<file path="config.mk">
export PLATFORM = sky130hd
export DESIGN_NAME = belief_sched
export DESIGN_NICKNAME = d
export VERILOG_FILES = /design/src/rtl/belief_sched_pkg.sv /design/src/rtl/belief_sched_g_belief.sv /design/src/rtl/belief_sched.sv
export SDC_FILE = /design/constraint.sdc
export NUM_CORES = 1
export LEC_CHECK = 0
export CAP_MARGIN = 20
export CORE_MARGIN = 4
export CORE_UTILIZATION = 50
export DETAILED_ROUTE_END_ITERATION = 8
export PLACE_DENSITY = 0.76
export SLEW_MARGIN = 20
export SYNTH_ARGS = -nofsm -noshare
export SYNTH_HDL_FRONTEND = slang
export SYNTH_SLANG_ARGS = --single-unit
</file>
<file path="constraint.sdc">
create_clock -name clk -period 8.5 [get_ports clk]
set_input_delay 1.7 -clock clk [delete_from_list [all_inputs] [get_ports clk]]
set_output_delay 1.7 -clock clk [all_outputs]
set_load 0.05 [all_outputs]
</file>
<file path="src/rtl/belief_sched_pkg.sv">
// Shared constants for the LLR stage-update sequencer: function select codes,
// controller state encoding and the LLR saturation bound.
package belief_sched_pkg;

    localparam int SIZE_DEF = 8;

    localparam logic FUNC_F = 1'b0;
    localparam logic FUNC_G = 1'b1;

    typedef enum logic [1:0] {
        ST_IDLE  = 2'd0,
        ST_ISSUE = 2'd1,
        ST_DRAIN = 2'd2,
        ST_DONE  = 2'd3
    } state_e;

    function automatic int llr_max_of(input int size);
        return (1 << (size - 1)) - 1;
    endfunction

    localparam int LLR_MAX = llr_max_of(SIZE_DEF);

endpackage

</file>
<file path="src/rtl/belief_sched_g_belief.sv">
// g-function: b+a or b-a on already-conditioned LLRs, computed one bit wider
// and saturated to the symmetric range +/-LLR_MAX.
module g_belief
    import belief_sched_pkg::*;
#(
    parameter int SIZE = SIZE_DEF
) (
    input  logic [SIZE-1:0] a,
    input  logic [SIZE-1:0] b,
    input  logic            u,
    output logic [SIZE-1:0] y
);
    localparam int MAX_I = llr_max_of(SIZE);
    localparam logic signed [SIZE:0] SAT_POS = (SIZE+1)'(MAX_I);
    localparam logic signed [SIZE:0] SAT_NEG = -SAT_POS;

    logic signed [SIZE:0] a_w;
    logic signed [SIZE:0] b_w;
    logic signed [SIZE:0] sum_w;

    assign a_w   = {a[SIZE-1], a};
    assign b_w   = {b[SIZE-1], b};
    assign sum_w = u ? (b_w - a_w) : (b_w + a_w);

    always_comb begin
        y = sum_w[SIZE-1:0];
        if (sum_w > SAT_POS) begin
            y = SAT_POS[SIZE-1:0];
        end else if (sum_w < SAT_NEG) begin
            y = SAT_NEG[SIZE-1:0];
        end
    end

endmodule

</file>
<file path="src/rtl/belief_sched.sv">
// Walks one tree node's LLR halves, applies f (min-sum) or g through a shared
// two-stage datapath and writes the results to the destination region.
module belief_sched
    import belief_sched_pkg::*;
#(
    parameter int SIZE = SIZE_DEF,
    parameter int AW   = 10,
    parameter int LW   = 4
) (
    input  logic            clk,
    input  logic            rst,
    input  logic            start,
    input  logic            func,
    input  logic [LW-1:0]   log_half,
    input  logic [AW-1:0]   src_base,
    input  logic [AW-1:0]   dst_base,
    input  logic            hold,
    output logic            rd_en,
    output logic [AW-1:0]   rd_addr_a,
    output logic [AW-1:0]   rd_addr_b,
    input  logic [SIZE-1:0] rd_data_a,
    input  logic [SIZE-1:0] rd_data_b,
    output logic [AW-1:0]   ps_addr,
    input  logic            ps_bit,
    output logic            wr_en,
    output logic [AW-1:0]   wr_addr,
    output logic [SIZE-1:0] wr_data,
    output logic            busy,
    output logic            done
);
    localparam logic [SIZE-1:0] LLR_MIN_RAW = {1'b1, {(SIZE-1){1'b0}}};
    localparam logic [SIZE-1:0] LLR_NEG_MAX = {1'b1, {(SIZE-2){1'b0}}, 1'b1};
    localparam logic [SIZE-1:0] ONE_S       = {{(SIZE-1){1'b0}}, 1'b1};
    localparam logic [AW-1:0]   ONE_A       = {{(AW-1){1'b0}}, 1'b1};

    state_e          state_q, state_d;
    logic [AW-1:0]   idx_q, idx_d;
    logic            func_q;
    logic [AW-1:0]   half_q;
    logic [AW-1:0]   src_q;
    logic [AW-1:0]   dst_q;
    logic            accept;

    logic            p0_valid_q;
    logic [AW-1:0]   p0_idx_q;
    logic            wr_en_q;
    logic [AW-1:0]   wr_addr_q;
    logic [SIZE-1:0] wr_data_q;

    always_comb begin
        state_d = state_q;
        idx_d   = idx_q;
        rd_en   = 1'b0;
        accept  = 1'b0;
        case (state_q)
            ST_IDLE: begin
                if (start) begin
                    accept  = 1'b1;
                    idx_d   = '0;
                    state_d = ST_ISSUE;
                end
            end
            ST_ISSUE: begin
                if (!hold) begin
                    rd_en = 1'b1;
                    idx_d = idx_q + ONE_A;
                    if (idx_q == half_q - ONE_A) begin
                        state_d = ST_DRAIN;
                    end
                end
            end
            // The result leaving stage 1 this cycle is the last one once no read is in flight.
            ST_DRAIN: begin
                if (!p0_valid_q) begin
                    state_d = ST_DONE;
                end
            end
            ST_DONE: begin
                state_d = ST_IDLE;
            end
            default: begin
                state_d = ST_IDLE;
            end
        endcase
    end

    assign rd_addr_a = src_q + idx_q;
    assign rd_addr_b = src_q + half_q + idx_q;
    assign ps_addr   = idx_q;
    assign busy      = (state_q == ST_ISSUE) || (state_q == ST_DRAIN);
    assign done      = (state_q == ST_DONE);
    assign wr_en     = wr_en_q;
    assign wr_addr   = wr_addr_q;
    assign wr_data   = wr_data_q;

    // The most negative code has no positive twin, so fold it onto -LLR_MAX first.
    logic [SIZE-1:0] a_c, b_c, mag_a, mag_b, f_mag, f_res, g_res, result;

    assign a_c   = (rd_data_a == LLR_MIN_RAW) ? LLR_NEG_MAX : rd_data_a;
    assign b_c   = (rd_data_b == LLR_MIN_RAW) ? LLR_NEG_MAX : rd_data_b;
    assign mag_a = a_c[SIZE-1] ? (~a_c + ONE_S) : a_c;
    assign mag_b = b_c[SIZE-1] ? (~b_c + ONE_S) : b_c;
    assign f_mag = (mag_a < mag_b) ? mag_a : mag_b;
    assign f_res = (a_c[SIZE-1] ^ b_c[SIZE-1]) ? (~f_mag + ONE_S) : f_mag;

    g_belief #(.SIZE(SIZE)) u_g_belief (
        .a (a_c),
        .b (b_c),
        .u (ps_bit),
        .y (g_res)
    );

    assign result = (func_q == FUNC_G) ? g_res : f_res;

    always_ff @(posedge clk) begin
        if (rst) begin
            state_q    <= ST_IDLE;
            idx_q      <= '0;
            func_q     <= FUNC_F;
            half_q     <= '0;
            src_q      <= '0;
            dst_q      <= '0;
            p0_valid_q <= 1'b0;
            p0_idx_q   <= '0;
            wr_en_q    <= 1'b0;
            wr_addr_q  <= '0;
            wr_data_q  <= '0;
        end else begin
            state_q <= state_d;
            idx_q   <= idx_d;
            if (accept) begin
                func_q <= func;
                half_q <= ONE_A << log_half;
                src_q  <= src_base;
                dst_q  <= dst_base;
            end
            p0_valid_q <= rd_en;
            if (rd_en) begin
                p0_idx_q <= idx_q;
            end
            wr_en_q <= p0_valid_q;
            if (p0_valid_q) begin
                wr_addr_q <= dst_q + p0_idx_q;
                wr_data_q <= result;
            end
        end
    end

endmodule
</file>
==> results_dict.tcl, run 1 <==
set metrics [dict create \
    outcome "complete, no violations" \
    fmax_mhz 152.3 \
    leakage_nw 2.937 \
    die_w_um 115.7 \
    cp.buffers_inverters 1 \
    grt_pass1_vias 5329 \
    ys_seq_area_frac 0.2521 \
    hp-start "dst_q[7]" \
    ctsResizeCount 0 \
    clkLatencyLatePin_ns 0.33 \
    drive_gt1_frac 0.05342 \
    max_slew_margin 0.3562 \
    slew_violations 0 \
    gp_congestion 0.9539 \
    yosysUniqueCellTypes 78 \
    cts_tree "built" \
    track_usage 0.2345 \
    syn_nets 839 \
    setup_viol 0 \
    r2r_end "state_q[0]" \
    place.port_buffers 97 \
    synthMuxAreaShare 0.03194 \
    yosys.area_share.simple 0.2038 \
    clock-sinks 73 \
    start_kind "input port" \
    p_switching_w 0.0005585 \
    crit_fanout 17 \
    cts-root-buf "clkbuf_16" \
    core_area_sq_um 11370 \
    fp.dieH_um 115.7 \
    place_area_sq_um 6805 \
    cts_max_level 3 \
    synth_fa_ha_area_frac 0.1632 \
    slowest_stage "a211oi_4" \
    grt.overflow.total 0 \
    rows 39 \
    end_kind "flip-flop" \
    nFillCells 1021 \
    cts_buffer_depth 2 \
    design_area_sq_um 7092 \
    cts-hold-fix-buffers 0 \
    min_to "dst_q[7]" \
    required_ns 8.73 \
    postRouteAntennaNets 0 \
    dp_hpwl_mm 11.81 \
    dpl.cell_count 932 \
    final_cell_mix "96 x clkdlybuf4s50_1, 95 x nand2_1, 75 x a21oi_1" \
    critPathMaxStageDelay_ns 0.68 \
    yosys.area.top_type "dfxtp_1" \
    drcViolationCount 0 \
    dieArea_sq_um 13380 \
    synth_edf_count 0 \
    finalSetupTns_ns 0 \
    multi_input_comb_area_sq_um 4000 \
    post_cts_buffers 0 \
    syn_avg_cell_area_sq_um 7.985 \
    syn_area_sq_um 5797 \
    synth_async_sr_flop_share 0 \
    area_growth_pct 22.34 \
    num_vias 5394 \
    layout.nets 913 \
    fin_util 0.6237 \
    start_util 0.5098 \
    grt_antenna_before_repair 0 \
    regToRegSetupSlack_ns 6.06 \
    io_pins 98 \
    post-route-min-period_ns 6.564 \
    seq_area_sq_um 1461 \
    hp-class "flip-flop to flip-flop" \
    crit_chain "clkdlybuf4s50_1, nor4_1, a31oi_1, ha_1, or3b_2, o31ai_1, xor2_1, ha_1, a21oi_1, nand2_1, a211oi_4, mux2i_1, ha_1, nand2_1, o311ai_1, xnor2_1, a2111oi_2" \
    p_int_w 0.0007862 \
    rsz0062_at_grt "no" \
    path_common_cell "ha_1" \
    ys_warn_count 0 \
    netSwitchingFraction 0.4153 \
    power.density_nw_per_um2 189.6 \
    vias_per_cell 5.690 \
    wl_per_cell_um 16.11 \
    grt_max_degree 65 \
    power_frac_comb 0.428 \
    criticalPathCategory "input port to flip-flop" \
    whs_path_depth 2 \
    synth_seq_cells 73 \
    initialDrtViolationCount 299 \
    vdd_drop_max_v 0.0001124 \
    r2r_start "ps_addr[3]" \
    firstDrtPassIters 5 \
    crit_arrival_ns 6.79 \
    final_common_cell "clkdlybuf4s50_1" \
    synth_compound_area_frac 0.1865 \
    power_frac_seq 0.301 \
    finClkSkew_ns 0.008437 \
    clk_pin_slew_ns 0.06 \
    power_frac_clock 0.270 \
    numCtsBuffers 9 \
    grt_pass1_wl_mm 25.36 \
    dominantRegCellSynth "dfxtp_1" \
    synth-xor-area-share 0.1040 \
    synth_top_family_by_area "simple AND/OR/NAND/NOR gates" \
    tightestPinTransition_ns 0.9657 \
    ff2ff_path_depth 7 \
    max_cap_viol_count 0 \
    finalCritPeriodShare 0.7723 \
    hold_viol_final 0 \
    fin_cells 948 \
    synth_top_area_frac 0.2521 \
    synthCells 726 \
    cp_top_family "compound AO/OA/AOI/OAI gates" \
    ys_top_cells_by_area "dfxtp_1 25%, ha_1 12%, a21oi_1 6.5%, nand2_1 6.2%, xnor2_1 5.4%" \
    diodes 0 \
    wl_mm 15.28 \
]
-- final cells by class --
class	count	area share
multi-input combinational	568	0.5640
tap	143	0.02523
sequential	73	0.2061
timing repair buffer	99	0.1383
clock inverter	7	0.008645
clock buffer	9	0.03176
inverter	49	0.02594
-- stage by stage --
step | hold slack, ns | total power [W] | setup slack (ns)
final | 0.4600 | 0.001345 | 1.936
after global routing | 0.4852 | 0.001422 | 1.472
after CTS | 0.4598 | 0.001350 | 1.959
after detailed placement | 0.4508 | 0.0009847 | 1.633
after global placement | 0.4489 | 0.0009725 | 1.829
after floorplan | 0.4400 | 0.0008171 | 2.721
-- cell usage after synthesis, drive strengths merged (4+ instances only) --
cell     count
a21oi       76
nand2b       7
nor4         4
mux2         4
xnor2       37
nor2        65
o21bai       8
and3         4
o21ai       20
and2         4
nand4        6
a22oi        7
o2111ai      4
nor3        12
nor2b       12
a21o         6
nand3       15
dfxtp       73
xor2        31
fa          13
mux2i       14
a31oi        6
or2          5
nand2       95
buf          7
ha          54
inv         49
clkbuf      29
-- worst max-delay path by stage --
stage	startpoint	end	slack, ns	cells past startpoint
3_5_place_dp	rd_data_b[2]	wr_data[4]	1.63	17
4_1_cts	rd_data_b[2]	wr_data[4]	1.96	17
2_1_floorplan	rd_data_b[7]	wr_data[4]	2.72	17
6_report	rd_data_b[2]	wr_data[4]	1.94	17
3_3_place_gp	rd_data_b[2]	wr_data[4]	1.83	17
5_1_grt	rd_data_b[2]	wr_data[4]	1.47	17
-- metal layers --
layer / wire length [um] / vias to the layer above / GRT usage
met5: 0 / - / 0
met4: 228 / 0 / 0.05414
met2: 7451 / 159 / 0.4120
li1: - / 2655 / -
met3: 788 / 18 / 0.04543
met1: 6807 / 2562 / 0.2987
-- sequential cells by signal (all words and copies together), names as in the netlist --
| signal | cells |
|---|---|
| half_q | 10 |
| src_q | 10 |
| p0_idx_q | 10 |
| state_q | 2 |
| wr_data | 8 |
| wr_addr | 10 |
| dst_q | 10 |
| wr_en | 1 |
| ps_addr | 10 |
| p0_valid_q | 1 |
| func_q | 1 |
-- tightest hold or removal path: stages (launching register included) --
cell and delay, ns:
dfxtp_1 0.31, nand2_1 0.05, a21oi_1 0.05
-- power by group through the flow --
| stage | combinational, W | sequential [W] | clock [W] |
|---|---|---|---|
| 6_report | 0.000576 | 0.000405 | 0.000364 |
| 4_1_cts | 0.000577 | 0.000405 | 0.000369 |
| 3_3_place_gp | 0.000562 | 0.000411 | 0 |
| 5_1_grt | 0.000626 | 0.000409 | 0.000387 |
| 3_5_place_dp | 0.000572 | 0.000413 | 0 |
| 2_1_floorplan | 0.000385 | 0.000432 | 0 |
-- kinds of logic (layout without fill, tap and decap cells) --
family                     count (synthesis)  count (layout)
and+or+nand+nor                          247             247
buffers and inverters                     85             164
adders and majority gates                 68              68
xor gates and xnor gates                  68              68
AOI/OAI and AO/OA                        166             166
DFF                                       73              73
other                                      1               1
muxes                                     18              18
Note: power is estimated with default switching activity, not from simulation.
==> inputs of run 2 (changes only) <==
==> constraint.sdc (replaced) <==
create_clock -name clk -period 6.45 [get_ports clk]
set_input_delay 1.29 -clock clk [delete_from_list [all_inputs] [get_ports clk]]
set_output_delay 1.29 -clock clk [all_outputs]
set_load 0.05 [all_outputs]
==> run 2 against run 1 <==
Count of clock-buffer cells in the layout did not move. Combinational power rose by 32%. Sequential power rose by 32%. Register-to-register slack got worse by 2.1 ns. Core utilization rose by 0.54 points. Via count fell by 0.33%. Routed wire length rose by 2.0%. Flip-flop and latch count did not move. Clock skew rose by 0.0022 ns. Cell count rose by 0.32%. Setup slack got worse by 1.2 ns. Power rose by 37%.
==> results_dict.tcl, run 2 (synthesis results as in run 1) <==
set metrics [dict create \
    outcome "complete, no violations" \
    area_growth_pct 23.40 \
    numCtsBuffers 9 \
    rows 39 \
    wl_met2_mm 7.617 \
    diodes 0 \
    required_ns 6.68 \
    cts_buffer_depth 2 \
    cts_tree "built" \
    power.density_nw_per_um2 257.4 \
    timing.hold.ws_ns 0.4636 \
    gp_congestion 0.9226 \
    finClkSkew_ns 0.01062 \
    drcViolationCount 0 \
    cts-hold-fix-buffers 0 \
    grt_antenna_before_repair 0 \
    finalPower_w 0.001841 \
    finalCritPeriodShare 0.8855 \
    final_common_cell "clkdlybuf4s50_1" \
    setup_viol 0 \
    slowest_stage "clkdlybuf4s50_1" \
    post_cts_buffers 0 \
    hp-class "flip-flop to flip-flop" \
    hold_viol_final 0 \
    layout.nets 916 \
    worst_slack_ns 0.7383 \
    start_util 0.5098 \
    leakage_nw 2.977 \
    tightestPinTransition_ns 0.9883 \
    postRouteAntennaNets 0 \
    firstDrtPassIters 5 \
    wl_mm 15.58 \
    place_area_sq_um 6828 \
    clkLatencyLatePin_ns 0.33 \
    drive_gt1_frac 0.05693 \
    start_kind "input port" \
    crit_chain "clkdlybuf4s50_1, nor4_1, a31oi_1, ha_1, or3b_2, o31ai_1, xor2_1, ha_1, a21oi_1, nand2_1, a211oi_4, mux2i_1, ha_1, nand2_1, o311ai_1, xnor2_1, a2111oi_2" \
    crit_arrival_ns 5.94 \
    core_area_sq_um 11370 \
    num_vias 5376 \
    dpl_worst_slack_ns 0.4730 \
    end_kind "flip-flop" \
    vdd_drop_max_v 0.0001419 \
    vias_per_cell 5.653 \
    max_cap_viol_count 0 \
    design_area_sq_um 7153 \
    post-route-min-period_ns 5.712 \
    grt_pass1_vias 5363 \
    rsz0062_at_grt "no" \
    grt_pass1_wl_mm 25.48 \
    cp.buffers_inverters 1 \
    grt.overflow.total 0 \
    grt_max_degree 65 \
    cts_max_level 3 \
    wl_per_cell_um 16.38 \
    cp_top_family "compound AO/OA/AOI/OAI gates" \
    track_usage 0.2373 \
    crit_fanout 6 \
    finalSetupTns_ns 0 \
    die_w_um 115.7 \
    initialDrtViolationCount 358 \
    clock-sinks 73 \
    path_common_cell "ha_1" \
    dr_wl_met3_um 673 \
    max_slew_margin 0.3411 \
    io_pins 98 \
    dieArea_sq_um 13380 \
    critPathMaxStageDelay_ns 0.59 \
    dp_hpwl_mm 11.90 \
    top_layer "met4" \
    fmax_mhz 175.1 \
    cts-root-buf "clkbuf_16" \
    final_cell_mix "96 x clkdlybuf4s50_1, 95 x nand2_1, 75 x a21oi_1" \
    drt-met1-wl_mm 6.910 \
    fp.dieH_um 115.7 \
    ctsResizeCount 0 \
    regToRegSetupSlack_ns 3.91 \
    slew_violations 0 \
    clk_pin_slew_ns 0.06 \
    criticalPathCategory "input port to flip-flop" \
    place.port_buffers 97 \
]
## run 2: changes by cell type in the layout (fill, tap and decap cells not counted), sizes merged
cell,before,now
inv,54,51
clkinvlp,2,0
buf,3,6
clkinv,0,3
bufinv,0,2
## run 2: through the flow
step	util	std cells
final	0.6291	951
after global routing	0.6291	951
after CTS	0.6291	951
after detailed placement	0.6005	935
after global placement	0.6005	935
after floorplan	-	726
## run 2: worst min-delay path, stage by stage (launching register included)
cell and delay (ns):
dfxtp_1 0.31, nand2_1 0.05, a21oi_1 0.05
## run 2: worst paths after layout
kind,from,to,cells past startpoint
worst max-delay path,rd_data_b[2],wr_data[4],17
worst min register to register,dst_q[6],dst_q[6],2
worst min-delay path,dst_q[6],dst_q[6],2
worst max register to register,half_q[0],state_q[0],9
## run 2: layout make-up
class                      count  area (sq um)
tap                          143         178.9
sequential                    73          1461
inverter                      49         183.9
clock inverter                 7         100.1
clock buffer                   9         225.2
multi-input combinational    568          4000
timing repair buffer         102          1003
fill                         959          4217
## run 2: power by group
| group | total, W | leakage (nW) | internal [W] | switching [W] |
|---|---|---|---|---|
| Clock | 0.000545 | 0.160 | 0.000342 | 0.000202 |
| Sequential | 0.000535 | 0.592 | 0.000492 | 0.0000425 |
| Combinational | 0.000762 | 2.22 | 0.000277 | 0.000485 |
## run 2: metal layers
layer	up-vias	track usage
met2	164	0.4151
li1	2659	-
met1	2524	0.3005
met4	0	0.08507
met5	-	0
met3	29	0.03081
==> inputs of run 3 (changes only) <==
--- a/config.mk
+++ b/config.mk
@@ -6,7 +6,6 @@
 export NUM_CORES = 1
 export LEC_CHECK = 0
 export CAP_MARGIN = 20
-export CORE_MARGIN = 4
 export CORE_UTILIZATION = 50
 export DETAILED_ROUTE_END_ITERATION = 8
 export PLACE_DENSITY = 0.76
==> run 3 against run 2 <==
Final area is 0.10% higher. Routed wire length is 0.24% lower. First-iteration DRC count is 0.56% lower. Cell count is 0.32% lower. Setup slack worse by 0.12 ns. Register-to-register slack better by 0.04 ns. Via count is 3.1% higher. Global-route usage is 3.4 points higher. Power is 1.7% higher. Die area is 10% lower. Clock power is 5.5% higher. Critical endpoint unchanged. Largest power group unchanged.
==> results_dict.tcl, run 3 (synthesis results as in run 1) <==
set metrics [dict create \
    area_growth_pct 23.53 \
    grt_antenna_before_repair 0 \
    hold_viol_final 0 \
    start_util 0.5233 \
    drcViolationCount 0 \
    fp.dieH_um 109.7 \
    slew_violations 0 \
    outcome "complete, no violations" \
    grt.overflow.total 0 \
    nFillCells 968 \
    finalPower_w 0.001873 \
    crit_arrival_ns 6.06 \
    slowest_stage "clkdlybuf4s50_1" \
    required_ns 6.69 \
    cts-hold-fix-buffers 0 \
    post-route-min-period_ns 5.829 \
    layout.nets 916 \
    critPathMaxStageDelay_ns 0.60 \
    dpl.cell_count 932 \
    criticalPathCategory "input port to flip-flop" \
    design_area_sq_um 7161 \
    initialDrtViolationCount 356 \
    finalCritPeriodShare 0.9037 \
    setup_viol 0 \
    wl_mm 15.54 \
    diodes 0 \
    vias_per_cell 5.848 \
    tightestPinTransition_ns 1.008 \
    num_vias 5544 \
    fin_cells 948 \
    place_area_sq_um 6824 \
    die_w_um 109.7 \
    gp_congestion 0.9941 \
    hp-class "flip-flop to flip-flop" \
    postRouteAntennaNets 0 \
    grt_pass1_wl_mm 25.24 \
    power.density_nw_per_um2 261.6 \
    clkLatencyLatePin_ns 0.34 \
    seq_area_sq_um 1461 \
    numCtsBuffers 9 \
    ctsResizeCount 0 \
    clk_pin_slew_ns 0.06 \
    fmax_mhz 171.6 \
    start_kind "input port" \
    dp_hpwl_mm 11.82 \
    firstDrtPassIters 5 \
    cts_buffer_depth 2 \
    max_slew_margin 0.3278 \
    drive_gt1_frac 0.05446 \
    crit_start "rd_data_b[2]" \
    hp-start "dst_q[4]" \
    leakage_nw 2.979 \
    core_area_sq_um 11080 \
    crit_fanout 9 \
    grt_max_degree 65 \
    path_common_cell "ha_1" \
    final_common_cell "clkdlybuf4s50_1" \
    vdd_drop_max_v 0.0001411 \
    rsz0062_at_grt "no" \
    post_cts_buffers 0 \
    wl_per_cell_um 16.39 \
    finalSetupTns_ns 0 \
    dieArea_sq_um 12030 \
    io_pins 98 \
    end_kind "flip-flop" \
    cts_max_level 3 \
    cts_tree "built" \
    multi_input_comb_area_sq_um 4000 \
    clock-sinks 73 \
    crit_chain "clkdlybuf4s50_1, nor4_1, a31oi_1, ha_1, or3b_2, o31ai_1, xor2_1, ha_1, a21oi_1, nand2_1, a211oi_4, mux2i_1, ha_1, nand2_1, o311ai_1, xnor2_1, a2111oi_2" \
    grt_pass1_vias 5387 \
    track_usage 0.2716 \
    final_cell_mix "96 x clkdlybuf4s50_1, 95 x nand2_1, 75 x a21oi_1" \
    cts-root-buf "clkbuf_16" \
    place.port_buffers 97 \
    rows 38 \
    r2r_start "ps_addr[3]" \
    max_cap_viol_count 0 \
    fin_util 0.6464 \
    finClkSkew_ns 0.008783 \
]
-- run 3: path summary, 6_finish.rpt --
| kind | slack (ns) | end | cells after the start |
|---|---|---|---|
| worst max-delay path | 0.62 | wr_data[4] | 17 |
| worst min-delay path | 0.46 | dst_q[4] | 2 |
| worst max register to register | 3.95 | state_q[0] | 7 |
| worst min register to register | 0.46 | dst_q[4] | 2 |
-- run 3: critical path: cells and delay by family --
kind	cells	cell delay, ns
muxes	1	0.30
and+or+nand+nor	4	0.78
buffers and inverters	1	0.60
AOI/OAI and AO/OA	6	1.86
xor gates and xnor gates	2	0.41
adders and majority gates	3	0.80
-- run 3: area by class of cell --
class	count	area share
multi-input cells	568	0.5586
inverters	49	0.02569
repair buffers	102	0.1401
well taps	140	0.02446
clock inverters	5	0.01450
clock buffers	11	0.03250
flip-flops and latches	73	0.2041
-- run 3: where the power goes --
part | switching [W] | internal [W] | total [W]
clock network | 0.000197 | 0.000378 | 0.000575
registers | 0.0000434 | 0.000492 | 0.000536
logic | 0.000485 | 0.000277 | 0.000763
total | 0.000726 | 0.00115 | 0.00187
-- run 3: layer usage --
layer,vias up,routed length [um],global-route usage
li1,2670,-,-
met1,2590,6563,0.3364
met2,234,7416,0.4560
met3,50,1004,0.04209
met4,0,555,0.1400
met5,-,0,0
-- run 3: per-stage QoR --
| stage | hold slack, ns | setup WS, ns |
|---|---|---|
| 4_1_cts | 0.4620 | 0.6744 |
| 3_3_place_gp | 0.4484 | 0.5300 |
| 5_1_grt | 0.4794 | 0.2412 |
| 3_5_place_dp | 0.4540 | 0.3401 |
| 2_1_floorplan | 0.4400 | 1.081 |
| 6_report | 0.4603 | 0.6214 |
